===== src/rtl/mem_map_pkg.sv =====
// Shared types, constants and bus-steering helpers for the V810 memory-map controller.
package mem_map_pkg;

  typedef enum logic [1:0] {
    IDLE  = 2'd0,
    WAIT  = 2'd1,
    READY = 2'd2
  } state_t;

  typedef struct packed {
    logic [3:0] ws;
    logic       dw16;
  } region_cfg_t;

  localparam logic [31:0] OPEN_BUS    = 32'hFFFF_FFFF;
  localparam int          TIMEOUT_CYC = 16;

  function automatic int idx_width(input int n);
    return (n > 1) ? $clog2(n) : 1;
  endfunction

  // Selected halfword replicated onto both halves of the 32-bit bus.
  function automatic logic [31:0] half_dup(input logic [31:0] w, input logic hi);
    return hi ? {w[31:16], w[31:16]} : {w[15:0], w[15:0]};
  endfunction

  function automatic logic [3:0] nbe16(input logic [3:0] ben, input logic hi);
    return hi ? {ben[1:0], 2'b11} : {2'b11, ben[1:0]};
  endfunction

endpackage


===== src/rtl/mem_map_decode.sv =====
// Combinational priority address decoder: lowest-indexed matching region wins.
module mem_map_decode
  import mem_map_pkg::*;
#(
  parameter int          NREG = 4,
  parameter logic [31:0] BASE [NREG] = '{32'h0000_0000, 32'hFFF0_0000, 32'h8000_0000, 32'h9000_0000},
  parameter logic [31:0] MASK [NREG] = '{32'h8000_0000, 32'hFFF0_0000, 32'hF000_0000, 32'hF000_0000}
) (
  input  logic [31:0]                  addr,
  output logic                         hit,
  output logic [idx_width(NREG)-1:0]   idx
);

  localparam int IW = idx_width(NREG);

  logic match_s;

  // Scan from the top so the lowest matching index is written last.
  always_comb begin
    hit     = 1'b0;
    idx     = '0;
    match_s = 1'b0;
    for (int i = NREG - 1; i >= 0; i--) begin
      match_s = ((addr & MASK[i]) == BASE[i]);
      idx     = match_s ? IW'(i) : idx;
      hit     = hit | match_s;
    end
  end

endmodule


===== src/rtl/mem_map_ctlr.sv =====
// V810 external-bus slave: region decode, wait states, READYn/SZRQn and data steering.
// Optional macro MEM_MAP_TIMEOUT_EN: unmapped accesses time out and flag BERR.
module mem_map_ctlr
  import mem_map_pkg::*;
#(
  parameter int          NREG = 4,
  parameter int          AW   = 6,
  parameter logic [31:0] BASE [NREG] = '{32'h0000_0000, 32'hFFF0_0000, 32'h8000_0000, 32'h9000_0000},
  parameter logic [31:0] MASK [NREG] = '{32'h8000_0000, 32'hFFF0_0000, 32'hF000_0000, 32'hF000_0000}
) (
  input  logic                 CLK,
  input  logic                 RESn,
  input  logic                 CE,
  input  logic [31:0]          A,
  input  logic [3:0]           BEn,
  input  logic                 MRQn,
  input  logic                 RW,
  input  logic                 BCYSTn,
  input  logic [31:0]          D_O,
  output logic [31:0]          D_I,
  output logic                 READYn,
  output logic                 SZRQn,
  input  logic [4*NREG-1:0]    CFG_WS,
  input  logic [NREG-1:0]      CFG_DW16,
  output logic [NREG-1:0]      MEM_nCE,
  output logic                 MEM_nWE,
  output logic                 MEM_nOE,
  output logic [3:0]           MEM_nBE,
  output logic [AW-1:0]        MEM_A,
  output logic [31:0]          MEM_DI,
  input  logic [32*NREG-1:0]   MEM_DO,
  output logic                 BERR
);

  localparam int IW = idx_width(NREG);

`ifdef MEM_MAP_TIMEOUT_EN
  localparam logic       TIMEOUT_EN = 1'b1;
  localparam logic [4:0] MISS_CNT   = 5'(TIMEOUT_CYC);
`else
  localparam logic       TIMEOUT_EN = 1'b0;
  localparam logic [4:0] MISS_CNT   = 5'd0;
`endif

  state_t          state_q, state_d;
  logic [4:0]      cnt_q, cnt_d;
  logic [IW-1:0]   idx_q, idx_d;
  logic            hit_q, hit_d, rw_q, rw_d, a1_q, a1_d, dw16_q, dw16_d;
  logic            pend_q, pend_d, prw_q, prw_d;
  logic [31:0]     pa_q, pa_d;
  logic [3:0]      pben_q, pben_d;
  logic            ready_n_q, ready_n_d, szrq_n_q, szrq_n_d, berr_q, berr_d;
  logic [31:0]     d_i_q, d_i_d, mem_di_q, mem_di_d;
  logic [NREG-1:0] mem_nce_q, mem_nce_d;
  logic            mem_nwe_q, mem_nwe_d, mem_noe_q, mem_noe_d;
  logic [3:0]      mem_nbe_q, mem_nbe_d;
  logic [AW-1:0]   mem_a_q, mem_a_d;

  logic [31:0]     start_a_s, rd_s;
  logic [3:0]      start_ben_s;
  logic            start_rw_s, start_s, dec_hit_s;
  logic [IW-1:0]   dec_idx_s;
  region_cfg_t     start_cfg_s;
  logic [4:0]      start_cnt_s;

  // A cycle start captured during READY takes priority over live bus inputs.
  assign start_a_s        = pend_q ? pa_q : A;
  assign start_ben_s      = pend_q ? pben_q : BEn;
  assign start_rw_s       = pend_q ? prw_q : RW;
  assign start_s          = pend_q | (~BCYSTn & ~MRQn);
  assign start_cfg_s.ws   = CFG_WS[{dec_idx_s, 2'd0} +: 4];
  assign start_cfg_s.dw16 = CFG_DW16[dec_idx_s] & dec_hit_s;
  assign start_cnt_s      = dec_hit_s ? {1'b0, start_cfg_s.ws} : MISS_CNT;

  mem_map_decode #(.NREG(NREG), .BASE(BASE), .MASK(MASK)) u_decode (
    .addr (start_a_s),
    .hit  (dec_hit_s),
    .idx  (dec_idx_s)
  );

  // Next-state and registered-output computation; everything holds while CE is low.
  always_comb begin
    state_d = state_q;   cnt_d = cnt_q;     idx_d = idx_q;   hit_d = hit_q;
    rw_d = rw_q;         a1_d = a1_q;       dw16_d = dw16_q;
    pend_d = pend_q;     pa_d = pa_q;       pben_d = pben_q; prw_d = prw_q;
    ready_n_d = ready_n_q; szrq_n_d = szrq_n_q; berr_d = berr_q; d_i_d = d_i_q;
    mem_nce_d = mem_nce_q; mem_nwe_d = mem_nwe_q; mem_noe_d = mem_noe_q;
    mem_nbe_d = mem_nbe_q; mem_a_d = mem_a_q; mem_di_d = mem_di_q;
    rd_s = 32'h0000_0000;
    if (CE) begin
      case (state_q)
        IDLE: begin
          if (start_s) begin
            pend_d    = 1'b0;
            hit_d     = dec_hit_s;
            idx_d     = dec_idx_s;
            rw_d      = start_rw_s;
            a1_d      = start_a_s[1];
            dw16_d    = start_cfg_s.dw16;
            cnt_d     = start_cnt_s;
            state_d   = (start_cnt_s == 5'd0) ? READY : WAIT;
            mem_a_d   = start_a_s[AW+1:2];
            mem_nce_d = dec_hit_s ? ~(NREG'(1'b1) << dec_idx_s) : '1;
            mem_noe_d = ~(dec_hit_s & start_rw_s);
            mem_nwe_d = ~(dec_hit_s & ~start_rw_s);
            mem_nbe_d = start_cfg_s.dw16 ? nbe16(start_ben_s, start_a_s[1]) : start_ben_s;
            mem_di_d  = start_cfg_s.dw16 ? half_dup(D_O, 1'b0) : D_O;
          end else begin
            state_d = IDLE;
          end
        end
        WAIT: begin
          cnt_d    = cnt_q - 5'd1;
          mem_di_d = dw16_q ? half_dup(D_O, 1'b0) : D_O;
          state_d  = (cnt_q == 5'd1) ? READY : WAIT;
        end
        READY: begin
          state_d   = IDLE;
          mem_nce_d = '1;
          mem_noe_d = 1'b1;
          mem_nwe_d = 1'b1;
          mem_nbe_d = 4'hF;
          if (~BCYSTn & ~MRQn) begin
            pend_d = 1'b1;
            pa_d   = A;
            pben_d = BEn;
            prw_d  = RW;
          end else begin
            pend_d = 1'b0;
          end
        end
        default: begin
          state_d = IDLE;
          pend_d  = 1'b0;
        end
      endcase
      if (state_d == READY) begin
        rd_s      = MEM_DO[{idx_d, 5'd0} +: 32];
        ready_n_d = 1'b0;
        szrq_n_d  = ~dw16_d;
        berr_d    = ~hit_d & TIMEOUT_EN;
        if (!hit_d) begin
          d_i_d = OPEN_BUS;
        end else if (rw_d) begin
          d_i_d = dw16_d ? half_dup(rd_s, a1_d) : rd_s;
        end else begin
          d_i_d = d_i_q;
        end
      end else begin
        ready_n_d = 1'b1;
        szrq_n_d  = 1'b1;
        berr_d    = 1'b0;
      end
    end else begin
      state_d = state_q;
    end
  end

  // State and output registers; reset abandons any cycle in flight.
  always_ff @(posedge CLK or negedge RESn) begin
    if (!RESn) begin
      state_q <= IDLE;   cnt_q <= 5'd0;   idx_q <= '0;    hit_q <= 1'b0;
      rw_q <= 1'b0;      a1_q <= 1'b0;    dw16_q <= 1'b0;
      pend_q <= 1'b0;    pa_q <= 32'h0;   pben_q <= 4'hF; prw_q <= 1'b0;
      ready_n_q <= 1'b1; szrq_n_q <= 1'b1; berr_q <= 1'b0; d_i_q <= 32'h0;
      mem_nce_q <= '1;   mem_nwe_q <= 1'b1; mem_noe_q <= 1'b1;
      mem_nbe_q <= 4'hF; mem_a_q <= '0;   mem_di_q <= 32'h0;
    end else begin
      state_q <= state_d;     cnt_q <= cnt_d;     idx_q <= idx_d;   hit_q <= hit_d;
      rw_q <= rw_d;           a1_q <= a1_d;       dw16_q <= dw16_d;
      pend_q <= pend_d;       pa_q <= pa_d;       pben_q <= pben_d; prw_q <= prw_d;
      ready_n_q <= ready_n_d; szrq_n_q <= szrq_n_d; berr_q <= berr_d; d_i_q <= d_i_d;
      mem_nce_q <= mem_nce_d; mem_nwe_q <= mem_nwe_d; mem_noe_q <= mem_noe_d;
      mem_nbe_q <= mem_nbe_d; mem_a_q <= mem_a_d; mem_di_q <= mem_di_d;
    end
  end

  assign D_I     = d_i_q;
  assign READYn  = ready_n_q;
  assign SZRQn   = szrq_n_q;
  assign BERR    = berr_q;
  assign MEM_nCE = mem_nce_q;
  assign MEM_nWE = mem_nwe_q;
  assign MEM_nOE = mem_noe_q;
  assign MEM_nBE = mem_nbe_q;
  assign MEM_A   = mem_a_q;
  assign MEM_DI  = mem_di_q;

endmodule


===== config.mk =====
export PLATFORM = sky130hd
export DESIGN_NAME = mem_map_ctlr
export DESIGN_NICKNAME = d
export VERILOG_FILES = /design/src/rtl/mem_map_pkg.sv /design/src/rtl/mem_map_decode.sv /design/src/rtl/mem_map_ctlr.sv
export SDC_FILE = /design/constraint.sdc
export NUM_CORES = 1
export LEC_CHECK = 0
export ABC_AREA = 1
export CORE_UTILIZATION = 48
export CTS_CLUSTER_DIAMETER = 60
export CTS_CLUSTER_SIZE = 14
export DETAILED_ROUTE_END_ITERATION = 16
export GPL_TIMING_DRIVEN = 0
export HOLD_SLACK_MARGIN = 0.08
export PLACE_DENSITY = 0.93
export SLEW_MARGIN = 20
export SYNTH_ARGS = -nofsm -noshare
export SYNTH_HDL_FRONTEND = slang
export SYNTH_SLANG_ARGS = --single-unit

===== constraint.sdc =====
create_clock -name CLK -period 4.4 [get_ports CLK]
set_input_delay 0.66 -clock CLK [delete_from_list [all_inputs] [get_ports CLK]]
set_output_delay 0.66 -clock CLK [all_outputs]
set_load 0.05 [all_outputs]

## Word level (Yosys, flattened, before mapping)

Index checks and enable logic that the tools add are counted.
Widths: inputs -> output; s select.

| storage, ports and cells | value |
|---|---|
| register bits after elaboration | 133 |
| input port bits | 222 |
| output and inout port bits | 83 |
| word-level logic and storage cells | 117 |

| operators by class | value |
|---|---|
| add/sub/neg operators | 1 |
| order comparisons | 1 |
| equal/unequal tests | 9 |
| shift-type cells | 3 |
| muxes and demuxes | 56 |
| bitwise operators | 16 |
| reductions and logical operators | 11 |

Operator list:

| cell | number |
|---|---|
| $mux 32 | 8 |
| $shiftx 128x8->32 | 1 |
| $pmux 32 s2 | 1 |
| $logic_not 32->1 | 1 |
| $mux 4 | 7 |
| $mux 2 | 11 |
| $mux 1 | 20 |
| $reduce_and 3->1 | 6 |
| $pmux 4 s2 | 2 |
| $shiftx 16x5->4 | 1 |
| $eq 12x12->1 const B | 1 |
| $pmux 5 s2 | 1 |
| $eq 4x4->1 const B | 2 |
| $not 1->1 | 7 |
| $eq 5x1->1 const B | 1 |
| $logic_not 5->1 | 1 |
| $mux 5 | 1 |
| $sub 5x1->5 const B | 1 |
| $and 1x1->1 | 4 |
| $eq 2x2->1 const B | 2 |
| $not 4->4 | 1 |
| $or 1x1->1 | 4 |
| $pmux 1 s2 | 2 |
| $pmux 2 s2 | 1 |
| other kinds (9) | 10 |

## Logic depth before layout (Yosys ltp)

Gate-level depths: netlist of run 1.

| logic depth | value |
|---|---|
| depth in word-level cells | 15 |
| mapped depth | 19 |
| mapped depth without buffers | 18 |

## Cells and area by module

Synthesis of run 1 repeated with hierarchy kept, for this count alone.

| unflattened totals | value |
|---|---|
| cells, all modules | 1434 |
| area, all modules | 9146.3 µm² |

By module, submodules not included:

| module | times used | cells an instance | area an instance (µm²) | seq. area each (µm²) |
|---|---|---|---|---|
| mem_map_ctlr | 1 | 1418 | 9078.7 | 3348.2 |
| mem_map_decode | 1 | 16 | 67.6 | 0.0 |

## Worst setup path after synthesis of run 1

OpenSTA, ideal clock, no wires.

| timing | value |
|---|---|
| path kind | input -> register |
| start | input port A[31] |
| end | register d_i_q[10] (netlist: D_I[10]) |
| setup time | 0.119 ns |
| arrival | 2.161 ns |
| required time | 4.281 ns |
| slack | 2.120 ns |
| stages on the path | 18 |
| buffers on the path | 1 |
| cell sequence | nand2_1 nand2_1 inv_2 nor2_4 nand2_2 nand2_4 nand2_1 nand3_1 nand2_1 nand2_1 nand2_1 nor2_2 nand2_1 nand2_4 nand2_4 buf_6 nand2_1 nand2_1 |

| between the ends | value |
|---|---|
| longest elaborated chain between the ends | 15 |
| elaborated cells on any way between the ends | 39 |
| classes of those cells | eq/ne: 5; shift: 2; mux: 25; bitwise: 4; reduce/logical: 3 |

Ends and longest elaborated chain:

| what | line | text |
|---|---|---|
| start, declared | mem_map_ctlr.sv:14 | `input logic [31:0] A,` |
| $mux 32 * | mem_map_ctlr.sv:67 | `assign start_a_s = pend_q ? pa_q : A;` |
| $eq 4x4->1 | mem_map_decode.sv:24 | `match_s = ((addr & MASK[i]) == BASE[i]);` |
| $mux 2 (4 in series) | mem_map_decode.sv:25 | `idx = match_s ? IW'(i) : idx;` |
| $shiftx 16x5->4 / $bmux 1 s2 (equally long branches) | mem_map_ctlr.sv:71, mem_map_ctlr.sv:72 |  |
| $mux 4 / $mux 1 (equally long branches) | mem_map_ctlr.sv:73, mem_map_ctlr.sv:72 |  |
| $logic_not 5->1 / $and 1x1->1 (equally long branches) | mem_map_ctlr.sv:101, mem_map_ctlr.sv:72 |  |
| $mux 2 / $mux 1 (equally long branches) | mem_map_ctlr.sv:101, mem_map_ctlr.sv:93 |  |
| $mux 2 / $mux 1 (equally long branches) | mem_map_ctlr.sv:93, mem_map_ctlr.sv:91 |  |
| $pmux 2 s2 / $mux 1 (equally long branches) | mem_map_ctlr.sv:91, mem_map_ctlr.sv:90 |  |
| $mux 2 / $mux 32 (equally long branches) | mem_map_ctlr.sv:90, mem_map_ctlr.sv:145 |  |
| $eq 2x2->1 / $mux 32 (equally long branches) | mem_map_ctlr.sv:137, mem_map_ctlr.sv:144 |  |
| $reduce_and 3->1 (no source line) / $mux 32 (equally long branches) | - |  |
| end signal, assigned | mem_map_ctlr.sv:172 | `ready_n_q <= ready_n_d; szrq_n_q <= szrq_n_d; berr_q <= berr_d; d_i_q <= d_i_d;` |
| end, declared | mem_map_ctlr.sv:53 | `logic [31:0] d_i_q, d_i_d, mem_di_q, mem_di_d;` |

Every way passes the cells marked *; elsewhere a longest branch is shown, timed or not. The select of a mux whose other input is x is not followed.
A chain may end at the register's enable or synchronous reset.

## Final worst setup path of run 1

| timing | value |
|---|---|
| start | input port A[31] |
| end | register d_i_q[31] (netlist: D_I[31]) |

The elaborated chain is that of the path after synthesis.

==> impl_metrics.py, run 1 <==
metrics = {
    "grt": {
        "grt_max_degree": 83,
        "grt_antenna_before_repair": 0,
        "grt_pass1_wl_um": 45370,
        "grt_overflow": 0,
        "grt_usage_pct": 35.67,
        "grt_pass1_vias": 8986,
    },
    "timing": {
        "fin_crit_sh_pct": 70.52,
        "skew_ns": 0.01025,
        "setup_violations": 0,
        "layout_min_cycle_time_ns": 3.103,
        "tightest_slew_ns": 0.6936,
        "slew_headroom_pct": 53.59,
        "finalMaxSlewViolations": 0,
        "fmax_ghz": 0.3223,
        "rsz0062_at_grt": "false",
        "hold_viol_final": 0,
    },
    "place": {
        "place.detailed.hpwl_um": 21560,
        "io_buffers": 289,
        "gp_congestion": 0.9755,
        "dp_cells": 1627,
        "place_area_um2": 10850,
    },
    "clock_tree": {
        "cts_hold_buf": 0,
        "cts-resized-gates": 0,
        "cts_max_path_buffers": 2,
        "htree_levels": 4,
        "clkTransAtPathRegs_ns": 0.06,
        "clock_sinks": 120,
        "clk_latency_ns": 0.43,
        "post-cts-setup-buffers": 0,
        "numCtsBuffers": 17,
        "cts_root_buffer": "clkbuf_16",
        "cts_tree": "yes",
    },
    "logic_synthesis": {
        "yosysSeqAreaShare_pct": 39.46,
        "yosysTopAreaCellShare_pct": 33.97,
        "async_reset_ff_share_pct": 100.0,
        "synth.distinct_cells": 38,
        "syn_inst": 1126,
        "syn_area_um2": 7661,
        "synth_nets": 1350,
        "synth-seq-cells": 120,
        "avgSynthCellArea_um2": 6.804,
        "synthFlopType": "dfrtp_1",
        "synth_warnings": 0,
        "synth_top_area_cell": "dfrtp_1",
        "synthTopCellsByArea": "dfrtp_1 (34%), nand2_1 (17%), nand3_1 (13%)",
        "synth_edf_count": 0,
    },
    "routing": {
        "drc_errors": 0,
        "vias": 9313,
        "ant_nets": 0,
        "viasPerCell": 5.614,
        "dr.pass1.iters": 6,
        "wl_per_cell_um": 17.49,
        "wl_um": 29010,
        "drt-initial-drc-count": 909,
    },
    "floorplan": {
        "initial_core_util_pct": 49.84,
        "core_area_um2": 15370,
        "num_rows": 45,
        "die_h_um": 128.3,
        "pin_count": 305,
        "fp.dieW_um": 128.3,
        "fp.dieArea_um2": 16470,
    },
    "setup_path": {
        "endpoint_kind": "flip-flop",
        "required_ns": 4.71,
        "crit_start": "A[31]",
        "arrival_ns": 3.42,
        "reg2reg_slack_ns": 1.51,
        "timing.rr.start": "pend_q",
        "startpoint_type": "primary input",
        "critPathMaxFanout": 10,
        "crit_type": "in -> reg",
    },
    "job": {
        "cap_violations": 0,
    },
    "power": {
        "p_per_area_nw_per_um2": 773.6,
        "leakagePower_uw": 0.005310,
        "ir_drop_mv": 0.4571,
    },
    "final_layout": {
        "design_area_um2": 11440,
        "diodes": 0,
        "fill_cells": 1185,
        "regArea_um2": 3023,
        "fin_nets": 1659,
        "drive_above_1_share_pct": 8.978,
        "multi_input_area_um2": 4004,
        "syn_to_final_growth_pct": 49.34,
        "stdcell_count": 1659,
    },
    "run_status": {
        "status": "finished clean",
    },
    "min_path": {
        "hp-class": "in -> async",
    },
}
==> metal layers <==
layer	vias to the layer above	wire, um	track usage (%)
li1	4292	-	-
met1	4323	11430	43.56
met2	569	13650	59.30
met3	129	2470	7.484
met4	0	1467	19.24
met5	-	0	0
==> flip-flops by register name (all words and copies together), names as in the netlist, 2 cells and up <==
name	flops
D_I	32
MEM_DI	32
pa_q	19
MEM_A	6
cnt_q	5
MEM_nBE	4
MEM_nCE	4
pben_q	4
idx_q	2
state_q	2
==> Yosys cell counts (2+ instances only) <==
master	number
buf_6	4
o22ai_1	5
ha_1	2
inv_1	67
a31oi_1	6
nand2_4	3
buf_1	9
nor2_4	3
nor2_1	117
nand3b_1	3
mux2_2	18
clkbuf_1	30
o211ai_1	17
nor3_1	2
buf_2	24
nand3_1	197
a21oi_1	36
xor2_1	2
nand2_2	7
o21ai_2	4
nand2_1	355
buf_4	6
or2_2	2
dfstp_2	16
inv_2	6
o21ai_0	70
dfrtp_1	104
==> report_power, final <==
group	internal (uW)	total (uW)	switching, uW
Sequential	1640	1970	329
Combinational	1770	5470	3700
Clock	845	1410	570
==> placed cells by master, fill, tap and decap left out, types with 7 or more instances in the layout <==
cell and n:
o21ai_0 70, nand2_1 355, clkbuf_16 17, mux2_2 18
buf_2 24, buf_1 9, o211ai_1 17, dfstp_2 16
nand2_2 7, clkdlybuf4s50_1 288, nand3_1 197, nor2_1 117
inv_1 67, a21oi_1 36, clkbuf_1 30, dfrtp_1 104
==> critical path: stages <==
cell and delay (ns):
clkdlybuf4s50_1 0.53, nand2_1 0.09, nand2_1 0.19, inv_2 0.10
nor2_4 0.18, nand2_2 0.19, nand3_1 0.17, nand2_1 0.25
buf_2 0.29, nand2_1 0.08, nand3_1 0.08, nand2_1 0.16
nand2_1 0.06, nand3_1 0.12, nand2_1 0.09, nand3_1 0.09
nand2_1 0.06
==> cell type report <==
cell class	count	area share, %
multi-input cells	859	35.00
flip-flops and latches	120	26.42
repair buffers	290	25.54
clock buffers	17	3.718
plain buffers	73	3.117
inverters	74	2.428
well taps	211	2.308
clock inverters	15	1.476
==> per-stage QoR <==
stage | util, % | worst slack (ns) | TNS, ns | hold slack [ns] | total power (uW)
4_1_cts | 74.43 | 1.387 | 0 | 0.1413 | 8760
5_1_grt | 74.43 | 1.112 | 0 | 0.1580 | 9354
3_3_place_gp | 70.38 | -1.840 | -196.10 | 0.4549 | 7172
6_report | 74.43 | 1.297 | 0 | 0.1358 | 8851
3_5_place_dp | 70.57 | 0.9840 | 0 | 0.4601 | 7298
2_1_floorplan | - | 2.120 | 0 | 0.3644 | 5497
==> kinds of logic (layout without fill, tap and decap cells) <==
family / Yosys count / count (layout) / share of synthesized area [%]
buffers and inverters: 147 / 469 / 8.280
xor gates and xnor gates: 2 / 2 / 0.2287
other: 1 / 1 / 0.04895
muxes: 18 / 18 / 2.646
and+or+nand+nor: 693 / 693 / 38.59
DFF: 120 / 120 / 39.46
AOI/OAI and AO/OA: 143 / 143 / 10.42
adders and majority gates: 2 / 2 / 0.3266
==> path summary, 6_finish.rpt <==
check                             endpoint  depth (start not counted)
max in group asynchronous       MEM_nCE[0]                          2
worst max-delay path               D_I[31]                         17
min in group CLK                    D_I[3]                          2
worst min-delay path               D_I[17]                          1
worst max register to register     D_I[31]                         17
worst min register to register      D_I[3]                          2
Note: power is estimated with default switching activity, not from simulation.
==> run 2, diff against run 1 <==
Settings changed: CORE_UTILIZATION 48 to 45, PLACE_DENSITY 0.93 to 0.89.
Clock period 4.4 ns to 2.9 ns, I/O delays scaled along.
==> run 2 against run 1 <==
Final cell count rose by 0.84%. Highest routed layer is now met5. Combinational power rose by 52%. Largest power group unchanged. Setup slack got worse by 1.1 ns.
==> impl_metrics.py, run 2 (same netlist as run 1, synthesis figures left out) <==
metrics = {
    "run_status": {
        "status": "finished clean",
    },
    "setup_path": {
        "crit_top_cell": "nand3_1",
        "crit_type": "reg -> reg",
        "slowest_delay_ns": 0.44,
        "path_buf_inv": 3,
        "startpoint_type": "flip-flop",
        "endpoint_kind": "flip-flop",
        "arrival_ns": 3.06,
        "required_ns": 3.26,
        "cp_cell_sequence": "buf_4, nand2_2, nand2_2, nor2_4, nand2_4, nand3_1, buf_4, buf_2, nand3_1, nand3_1, nand2_1, nand2_1, nand3_1, nand2_1, nand3_1, nand2_1",
        "worst_path_dominant_cell_family": "simple AND/OR/NAND/NOR gates",
        "reg2reg_slack_ns": 0.19,
        "critPathMaxFanout": 10,
        "cpMaxStageDelayCell": "dfrtp_2",
    },
    "power": {
        "leakagePower_uw": 0.005353,
        "p_per_area_nw_per_um2": 1165,
        "ir_drop_mv": 0.7547,
    },
    "floorplan": {
        "die_h_um": 132.5,
        "num_rows": 47,
        "fp.dieArea_um2": 17550,
        "fp.dieW_um": 132.5,
        "core_area_um2": 16580,
        "pin_count": 305,
        "initial_core_util_pct": 46.20,
    },
    "timing": {
        "fin_worst_hold_slack_ns": 0.4211,
        "hold_viol_final": 0,
        "slew_headroom_pct": 54.75,
        "fmax_ghz": 0.3693,
        "layout_min_cycle_time_ns": 2.708,
        "setup_violations": 0,
        "fin_crit_sh_pct": 93.37,
        "setup_ws_ns": 0.1922,
        "tightest_slew_ns": 0.6762,
        "finalMaxSlewViolations": 0,
        "skew_ns": 0.01169,
        "tns_ns": 0,
    },
    "routing": {
        "drt-initial-drc-count": 915,
        "wl_um": 29220,
        "drc_errors": 0,
        "wl_per_cell_um": 17.46,
        "viasPerCell": 5.475,
        "dr.pass1.iters": 5,
        "vias": 9159,
        "ant_nets": 0,
    },
    "clock_tree": {
        "cts_root_buffer": "clkbuf_16",
        "clkTransAtPathRegs_ns": 0.06,
        "clock_sinks": 120,
        "clk_latency_ns": 0.42,
        "cts_tree": "yes",
        "numCtsBuffers": 17,
        "cts_max_path_buffers": 2,
        "htree_levels": 4,
    },
    "place": {
        "place.detailed.hpwl_um": 22180,
        "gp_congestion": 0.9283,
        "io_buffers": 289,
        "pre_cts_slack_ns": -0.2661,
    },
    "final_layout": {
        "syn_to_final_growth_pct": 50.32,
        "fin_util_pct": 69.44,
        "final_cell_mix": "nand2_1 (354), clkdlybuf4s50_1 (288), nand3_1 (197), nor2_1 (117), dfrtp_1 (103)",
        "fin_nets": 1662,
        "regArea_um2": 3024,
        "multi_input_area_um2": 4026,
        "fill_cells": 1381,
        "drive_above_1_share_pct": 9.580,
        "final_common_cell": "nand2_1",
    },
    "grt": {
        "grt_antenna_before_repair": 3,
        "grt_usage_pct": 33.66,
        "grt_pass1_vias": 8944,
        "grt_overflow": 0,
        "grt_max_degree": 83,
        "grt_pass1_wl_um": 46040,
    },
    "min_path": {
        "hp-class": "in -> reg",
    },
    "job": {
        "cap_violations": 0,
    },
}
run 2: worst min-delay path, stage by stage:
cell,delay [ns]
clkbuf_1,0.18
nand2_1,0.12
nand2_1,0.05
run 2: where the power goes:
group / switching, uW / internal, uW / total, uW
sequential: 474 / 2490 / 2960
clock: 810 / 1300 / 2110
combinational: 5630 / 2720 / 8340
total: 6910 / 6510 / 13400
run 2: final timing paths:
kind,startpoint,endpoint,cells after the start
worst max register to register,pend_q,D_I[2],16
max in group asynchronous,RESn,MEM_nCE[0],3
worst max-delay path,pend_q,D_I[2],16
worst min-delay path,CE,state_q[0],3
min in group asynchronous,RESn,MEM_DI[27],2
worst min register to register,D_I[5],D_I[5],2
run 2: cell type report:
class                   count  share of cell area (%)
diodes                      2                 0.04346
plain buffers              73                   3.216
clock buffers              20                   3.879
clock inverters            12                   1.228
inverters                  74                   2.434
multi-input cells         859                   34.96
flip-flops and latches    120                   26.26
well taps                 220                   2.390
repair buffers            293                   25.59
run 2: per-layer routing:
metal | up-vias | wire [um] | GRT usage, %
met5 | - | 10 | 0
met4 | 2 | 1286 | 16.35
met3 | 94 | 2294 | 7.050
met2 | 502 | 13920 | 55.32
met1 | 4268 | 11710 | 42.19
li1 | 4293 | - | -
run 2: stage by stage:
step	cells	power (uW)	instance area [um^2]
after floorplan	1126	8340	7661
after global placement	1635	10910	10830
after detailed placement	1636	11090	10860
after CTS	1669	13270	11460
after global routing	1672	14240	11510
final	1673	13420	11520
run 2: repair_timing:
action | CTS | global route
resized for setup | 0 | 22
hold buffers | 1 | 0
setup buffers | 0 | 2
endpoints found under the setup margin | 0 | 36
endpoints found under the hold margin | 38 | 0
